**src/rtl/rv32i_mux_pkg.sv**
```systemverilog
// Shared types for the registered N:1 operand selector: buffer state encoding,
// the largest supported input count and the default RV32 entry layout.
package rv32i_mux_pkg;

  localparam int MUX_N_MAX = 16;

  typedef enum logic [1:0] {
    EMPTY = 2'd0,
    BUSY  = 2'd1,
    FULL  = 2'd2
  } buf_state_t;

  // RV32 layout of one buffered entry; the top builds the same shape at its own WIDTH/SEL_W.
  typedef struct packed {
    logic [31:0] data;
    logic [3:0]  sel;
    logic        err;
  } mux_entry_t;

endpackage

```
**src/rtl/mux_skid_buf.sv**
```systemverilog
// Two-entry valid/ready buffer (main reg M plus skid reg S) with registered in_ready.
// Entries leave strictly in arrival order; the internal state register is named state.
module mux_skid_buf
  import rv32i_mux_pkg::*;
#(
  parameter int W = 8
) (
  input  logic         clk,
  input  logic         rst,
  input  logic [W-1:0] in_entry,
  input  logic         in_valid,
  output logic         in_ready,
  output logic [W-1:0] out_entry,
  output logic         out_valid,
  input  logic         out_ready
);

  // Handshake: a word moves on any rising edge where its valid and ready are both high;
  // out_entry/out_valid hold steady while out_valid & !out_ready, and in_ready is a flop.
  buf_state_t   state, state_next;
  logic [W-1:0] m_q, m_next;
  logic [W-1:0] s_q, s_next;
  logic         accept, drain;

  assign accept    = in_valid & in_ready;
  assign drain     = out_valid & out_ready;
  assign out_valid = (state != EMPTY);
  assign out_entry = m_q;

  always_comb begin
    state_next = state;
    m_next     = m_q;
    s_next     = s_q;
    case (state)
      EMPTY: begin
        if (accept) begin
          m_next     = in_entry;
          state_next = BUSY;
        end
      end
      BUSY: begin
        if (accept && drain) begin
          m_next = in_entry;
        end else if (accept) begin
          s_next     = in_entry;
          state_next = FULL;
        end else if (drain) begin
          state_next = EMPTY;
        end
      end
      FULL: begin
        // in_ready is low here, so only the drain side can move
        if (drain) begin
          m_next     = s_q;
          state_next = BUSY;
        end
      end
      default: state_next = EMPTY;
    endcase
  end

  always_ff @(posedge clk) begin
    if (rst) begin
      state    <= EMPTY;
      m_q      <= '0;
      s_q      <= '0;
      in_ready <= 1'b1;
    end else begin
      state    <= state_next;
      m_q      <= m_next;
      s_q      <= s_next;
      in_ready <= (state_next != FULL);
    end
  end

endmodule

```
**src/rtl/mux_n_reg.sv**
```systemverilog
// Parametrised N:1 selector with a registered, skid-buffered valid/ready output.
// Define MUX_SEL_ERR_EN to flag out-of-range selects on out_err; otherwise out_err stays 0.
module mux_n_reg
  import rv32i_mux_pkg::*;
#(
  parameter int WIDTH = 32,
  parameter int N     = 4,
  parameter int SEL_W = $clog2(N)
) (
  input  logic                 clk,
  input  logic                 rst,
  input  logic [N*WIDTH-1:0]   in_data,
  input  logic [SEL_W-1:0]     in_sel,
  input  logic                 in_valid,
  output logic                 in_ready,
  output logic [WIDTH-1:0]     out_data,
  output logic [SEL_W-1:0]     out_sel,
  output logic                 out_err,
  output logic                 out_valid,
  input  logic                 out_ready
);

  if (N < 2 || N > MUX_N_MAX) begin : g_bad_n
    $error("mux_n_reg: N must be in 2..%0d", MUX_N_MAX);
  end

  typedef struct packed {
    logic [WIDTH-1:0] data;
    logic [SEL_W-1:0] sel;
    logic             err;
  } entry_t;

  logic [WIDTH-1:0] sel_data;
  logic             sel_err;
  entry_t           in_entry, out_entry;

  // Indices with no matching input fall through to zero data.
  always_comb begin
    sel_data = '0;
    for (int i = 0; i < N; i++) begin
      if (in_sel == SEL_W'(i)) sel_data = in_data[i*WIDTH +: WIDTH];
    end
  end

`ifdef MUX_SEL_ERR_EN
  assign sel_err = (int'(in_sel) >= N);
`else
  assign sel_err = 1'b0;
`endif

  always_comb begin
    in_entry      = '0;
    in_entry.data = sel_data;
    in_entry.sel  = in_sel;
    in_entry.err  = sel_err;
  end

  mux_skid_buf #(
    .W($bits(entry_t))
  ) u_buf (
    .clk       (clk),
    .rst       (rst),
    .in_entry  (in_entry),
    .in_valid  (in_valid),
    .in_ready  (in_ready),
    .out_entry (out_entry),
    .out_valid (out_valid),
    .out_ready (out_ready)
  );

  assign out_data = out_entry.data;
  assign out_sel  = out_entry.sel;
  assign out_err  = out_entry.err;

endmodule

```
**config.mk**
```make
export PLATFORM = sky130hd
export DESIGN_NAME = mux_n_reg
export DESIGN_NICKNAME = d
export VERILOG_FILES = /design/src/rtl/rv32i_mux_pkg.sv /design/src/rtl/mux_skid_buf.sv /design/src/rtl/mux_n_reg.sv
export SDC_FILE = /design/constraint.sdc
export NUM_CORES = 1
export LEC_CHECK = 0
export ABC_AREA = 1
export CAP_MARGIN = 20
export CORE_MARGIN = 5
export CORE_UTILIZATION = 31
export DETAILED_ROUTE_END_ITERATION = 16
export SYNTH_ARGS = -nofsm -noshare
export SYNTH_HDL_FRONTEND = slang
export SYNTH_SLANG_ARGS = --single-unit
```
**constraint.sdc**
```tcl
create_clock -name clk -period 2.56 [get_ports clk]
set_input_delay 0.512 -clock clk [delete_from_list [all_inputs] [get_ports clk]]
set_output_delay 0.512 -clock clk [all_outputs]
set_load 0.05 [all_outputs]
```
Word-level counts from Yosys, hierarchy flattened:

Index checks and enable logic that the tools add are counted.

* equality and inequality tests: 9
* muxes and demuxes: 14
* bitwise logic cells: 3
* reductions and logical operators: 7

Operators with widths (count)
* two-way mux 32 bit: 4
* two-way mux 35 bit: 3
* one-hot mux 35 bit (3 select lines): 1
* two-way mux 2 bit: 5
* == test 2 bit, second input constant: 3
* inequality test 2 x 1 -> 1 bit, second input constant: 3
* one-hot mux 2 bit (3 select lines): 1
* == test 2 x 1 -> 1 bit, second input constant: 2
* zero test 2 bit: 2
* AND reduction 4 bit: 1
* AND reduction 3 bit: 1
* nonzero test 3 bit: 1
* bitwise AND 1 bit: 2
* inequality test 2 bit, second input constant: 1
* nonzero test 2 bit: 1
* logical AND 1 bit: 1
* inverter 1 bit: 1

* flip-flop bits (word level): 72
* input port bits: 134
* output and inout port bits: 37
* logic and storage cells: 37

Longest topological paths before layout:

Gate-level depths: netlist of run 1.

* depth after elaboration: 7
* depth in mapped cells: 8
* mapped depth without buffers: 7

Cells and area by module:

Synthesis of run 1 repeated with hierarchy kept, for this count alone.

* cell total of the unflattened synthesis: 728
* area, all modules: 4329.2 sq um

By module, submodules not included
* mux_skid_buf: instances 1, cells an instance 541, area an instance 3357.0 sq um, sequential area each 1461.4 sq um
* mux_n_reg: instances 1, cells an instance 187, area an instance 972.2 sq um, sequential area each 0.0 sq um

Least setup slack after synthesis of run 1:

OpenSTA, ideal clock, no wires.

* kind: register -> register
* start point: register u_buf.in_ready
* end point: register u_buf.s_q[17]
* library setup time: 0.114 ns
* arrival: 1.445 ns
* data required time: 2.446 ns
* path slack: 1.001 ns
* cell stages (with the launch flop): 8
* path buffers: 2
* clock period less this slack: 1.559 ns
* cells stage by stage: dfxtp_1 nand3_1 nor2_1 nand2_1 buf_4 buf_4 a21oi_1 nor2_1

* cells in the longest elaborated chain, start to end: 4

Ends and longest elaborated chain
* start, declared: RTL line mux_skid_buf.sv:12 `output logic in_ready,`
* start signal, assigned: RTL line mux_skid_buf.sv:72 `in_ready <= (state_next != FULL);`
* bitwise AND 1 bit (*): RTL line mux_skid_buf.sv:25 `assign accept = in_valid & in_ready;`
* logical AND 1 bit: RTL line mux_skid_buf.sv:42 `if (accept && drain) begin`
* inverter 1 bit (no source line)
* AND reduction 3 bit (no source line) (*)
* end signal, assigned: RTL line mux_skid_buf.sv:71 `s_q <= s_next;`
* end, declared: RTL line mux_skid_buf.sv:22 `logic [W-1:0] s_q, s_next;`

Mark *: on every way between the ends. The rest lies on a longest branch, timed or not.
A chain may end at the register's enable or synchronous reset.

Worst setup path after layout of run 1:

* start point: register u_buf.state[1]
* end point: output out_valid

* cells in the longest elaborated chain, start to end: 1

Ends and longest elaborated chain
* start, declared: RTL line mux_skid_buf.sv:20 `buf_state_t state, state_next;`
* start signal, assigned: RTL line mux_skid_buf.sv:69 `state <= state_next;`
* nonzero test 2 bit: RTL line mux_skid_buf.sv:27 `assign out_valid = (state != EMPTY);`
* end, declared: RTL line mux_n_reg.sv:19 `output logic out_valid,`

Every way passes these cells.

==> results of run 1 <==
-- layer usage --
layer  GRT usage  vias to the layer above  share of wire
met1       0.224                     2218           0.45
met5           0                        -              0
met4      0.0662                        0          0.016
li1            -                     2502              -
met2       0.309                      175           0.46
met3      0.0458                       20          0.071
-- layout by cell type, fill, tap and decap left out, drive strengths merged --
cell and n:
clkbuf 14, or2 32, conb 1, nand2 171, clkdlybuf4s50 167, clkinv 1, a21oi 69, dfxtp 71
nor2 104, inv 72, buf 15, o21ai 36, nand3 101
-- critical path, cell delays in order (launching register included) --
cell             delay (ps)
dfxtp_1                 440
inv_2                    70
nand2_1                 110
clkdlybuf4s50_1         810
-- final timing paths --
| path | start | end | depth (start not counted) |
|---|---|---|---|
| worst max-delay path | u_buf.state[1] | out_valid | 3 |
| worst min-delay path | u_buf.out_entry[2] | u_buf.out_entry[2] | 2 |
| worst max register to register | u_buf.state[1] | u_buf.out_entry[33] | 5 |
| worst min register to register | u_buf.out_entry[2] | u_buf.out_entry[2] | 2 |
-- report_power, final --
group          internal (W)  switching, W
Combinational      0.000419      0.000569
Clock              0.000676      0.000437
Sequential          0.00119     0.0000367
-- registers in the layout (all words and copies together) (netlist names) --
signal           flops
u_buf.out_entry     34
u_buf.s_q           34
u_buf.state          2
u_buf.in_ready       1
-- per-stage QoR --
stage / cell area, µm² / setup WS, ps
finish: 6250 / 284
global route: 6250 / 194
CTS: 6250 / 267
detailed placement: 6000 / 626
global placement: 6000 / 662
floorplan: 4230 / 1000
-- cells in the mapped netlist, types with 2 or more instances --
| master | number | area share |
|---|---|---|
| nand2_1 | 169 | 0.15 |
| nor2_1 | 103 | 0.091 |
| nand3_1 | 101 | 0.12 |
| dfxtp_1 | 71 | 0.34 |
| a21oi_1 | 69 | 0.082 |
| inv_1 | 68 | 0.060 |
| o21ai_0 | 36 | 0.043 |
| clkbuf_1 | 20 | 0.018 |
| buf_2 | 19 | 0.022 |
| or2_1 | 18 | 0.027 |
| or2_2 | 14 | 0.021 |
| buf_4 | 6 | 0.011 |
| buf_6 | 4 | 0.011 |
| inv_2 | 4 | 0.0036 |
| nand2_2 | 2 | 0.0030 |
-- cell type report --
class | instances | area [µm²] | share of cell area
Inverter | 72 | 270 | 0.0432
Multi-Input combinational cell | 514 | 2280 | 0.364
Clock buffer | 14 | 254 | 0.0406
Timing Repair Buffer | 182 | 1800 | 0.288
Sequential cell | 71 | 1420 | 0.227
Clock inverter | 1 | 5.00 | 0.000800
Tap cell | 176 | 220 | 0.0352
-- cell families (layout without fill, tap and decap cells) --
logic type             Yosys count  after routing  share of synthesized area
flip-flops                      71             71                      0.336
buffers and inverters          121            269                      0.126
AO/OA/AOI/OAI                  105            105                      0.124
AND/OR/NAND/NOR                408            408                      0.413
other                            1              1                   0.000887
==> impl_results.md, run 1 <==
* CTS root buf: clkbuf_16
* Ys Warns at 0
* Post-DP HPWL at 10.4 mm
* Lkg Pwr at 2.74 nW
* DRC Markers at 0
* H-tree lvl count at 3
* Worst-Margin Slew at 727 ps
* PortBufs at 169
* Largest net degree at the start of global routing at 69
* Async S/R FF share, synth at 0
* Synth Flop Type: dfxtp_1
* Share of cells above drive strength 1 at 0.0574
* Non-filler instance count after layout at 1030
* Fin. Hold Viols at 0
* Antenna diodes at 0
* Row cnt at 42
* Total CTS buffers at 9
* Crit start category: flip-flop
* Outcome: completed
* CP Class: flip-flop to output port
* Final GP Congestion at 0.930
* Synthesized Nets at 840
* Synth Area per Inst at 5.99 µm²
* First-pass GRT wire length at 23.9 mm
* Longest Clk Path Bufs at 2
* DRT iter0 DRCs at 283
* Peak supply drop at 0.223 mV
* Final Util at 0.470
* Area Overhead vs Synth at 48.0%
* Sequential share of the synthesized area at 0.336
* Die H at 127 µm
* Critical Path RT at 2050 ps
* Worst-skew pair later-pin latency at 320 ps
* Cells after Synth at 706
* MaxCap Viol Count at 0
* CTS Hold Bufs at 0
* Net count, final at 984
* Post_cts resized at 0
* Fin crit period at 2280 ps
* Hold WC Path Type: flip-flop to flip-flop
* Initial antenna violation count at 0
* Routed via count at 4915
* Crit. End Element: output port
* Remaining global-route overflow at 0
* Slew Limit Fails at 0
* Final Cycle Share at 0.889
* Number of top-level pins at 171
* Initial core utilization at 0.318
* Netlist cell types at 17
* CTS Sinks at 71
* CTS tree: built
* Clock slew at reported path FFs at 50 ps
* Final WL at 14.7 mm
* WL/cell at 14.3 µm
* Fmax at 439 MHz
* R2r setup slk at 1050 ps
* Worst slew margin at 0.515
* Worst-path fanout max at 6
* Die area at 0.0161 mm²
* Tot GR Track Use at 0.182
* Vias per cell at 4.77
* DP Cell Count at 1015
* Setup Skew at 2.91 ps
* Number of synthesized register bits at 71
* Pwr/cell area at 532 mW/mm²
* Post CTS Setup Buffer Count at 0
* RSZ-0062 raised after global routing: no
* Worst hold slack at 490 ps
* Setup violators final at 0
* Die X at 127 µm
* Total chip power at 0.00333 W
* Setup_tns at 0 ps
* Core ar. at 0.0133 mm²
* Crit path DAT at 1760 ps
* Fillers at 1341
* Vias in the first global route at 4922
* Synthesized cell area at 0.00423 mm²
* Drt pass-1 iters at 5
* Post-DRT Antenna Nets at 0
* Post-synth EDFFs at 0
(Power assumes the default switching activity.)
==> inputs of run 2 (changes only) <==
Settings changed: SLEW_MARGIN from default to 0.
==> results of run 2 <==
The final DEF is identical to that of run 1; final timing and power are the same.
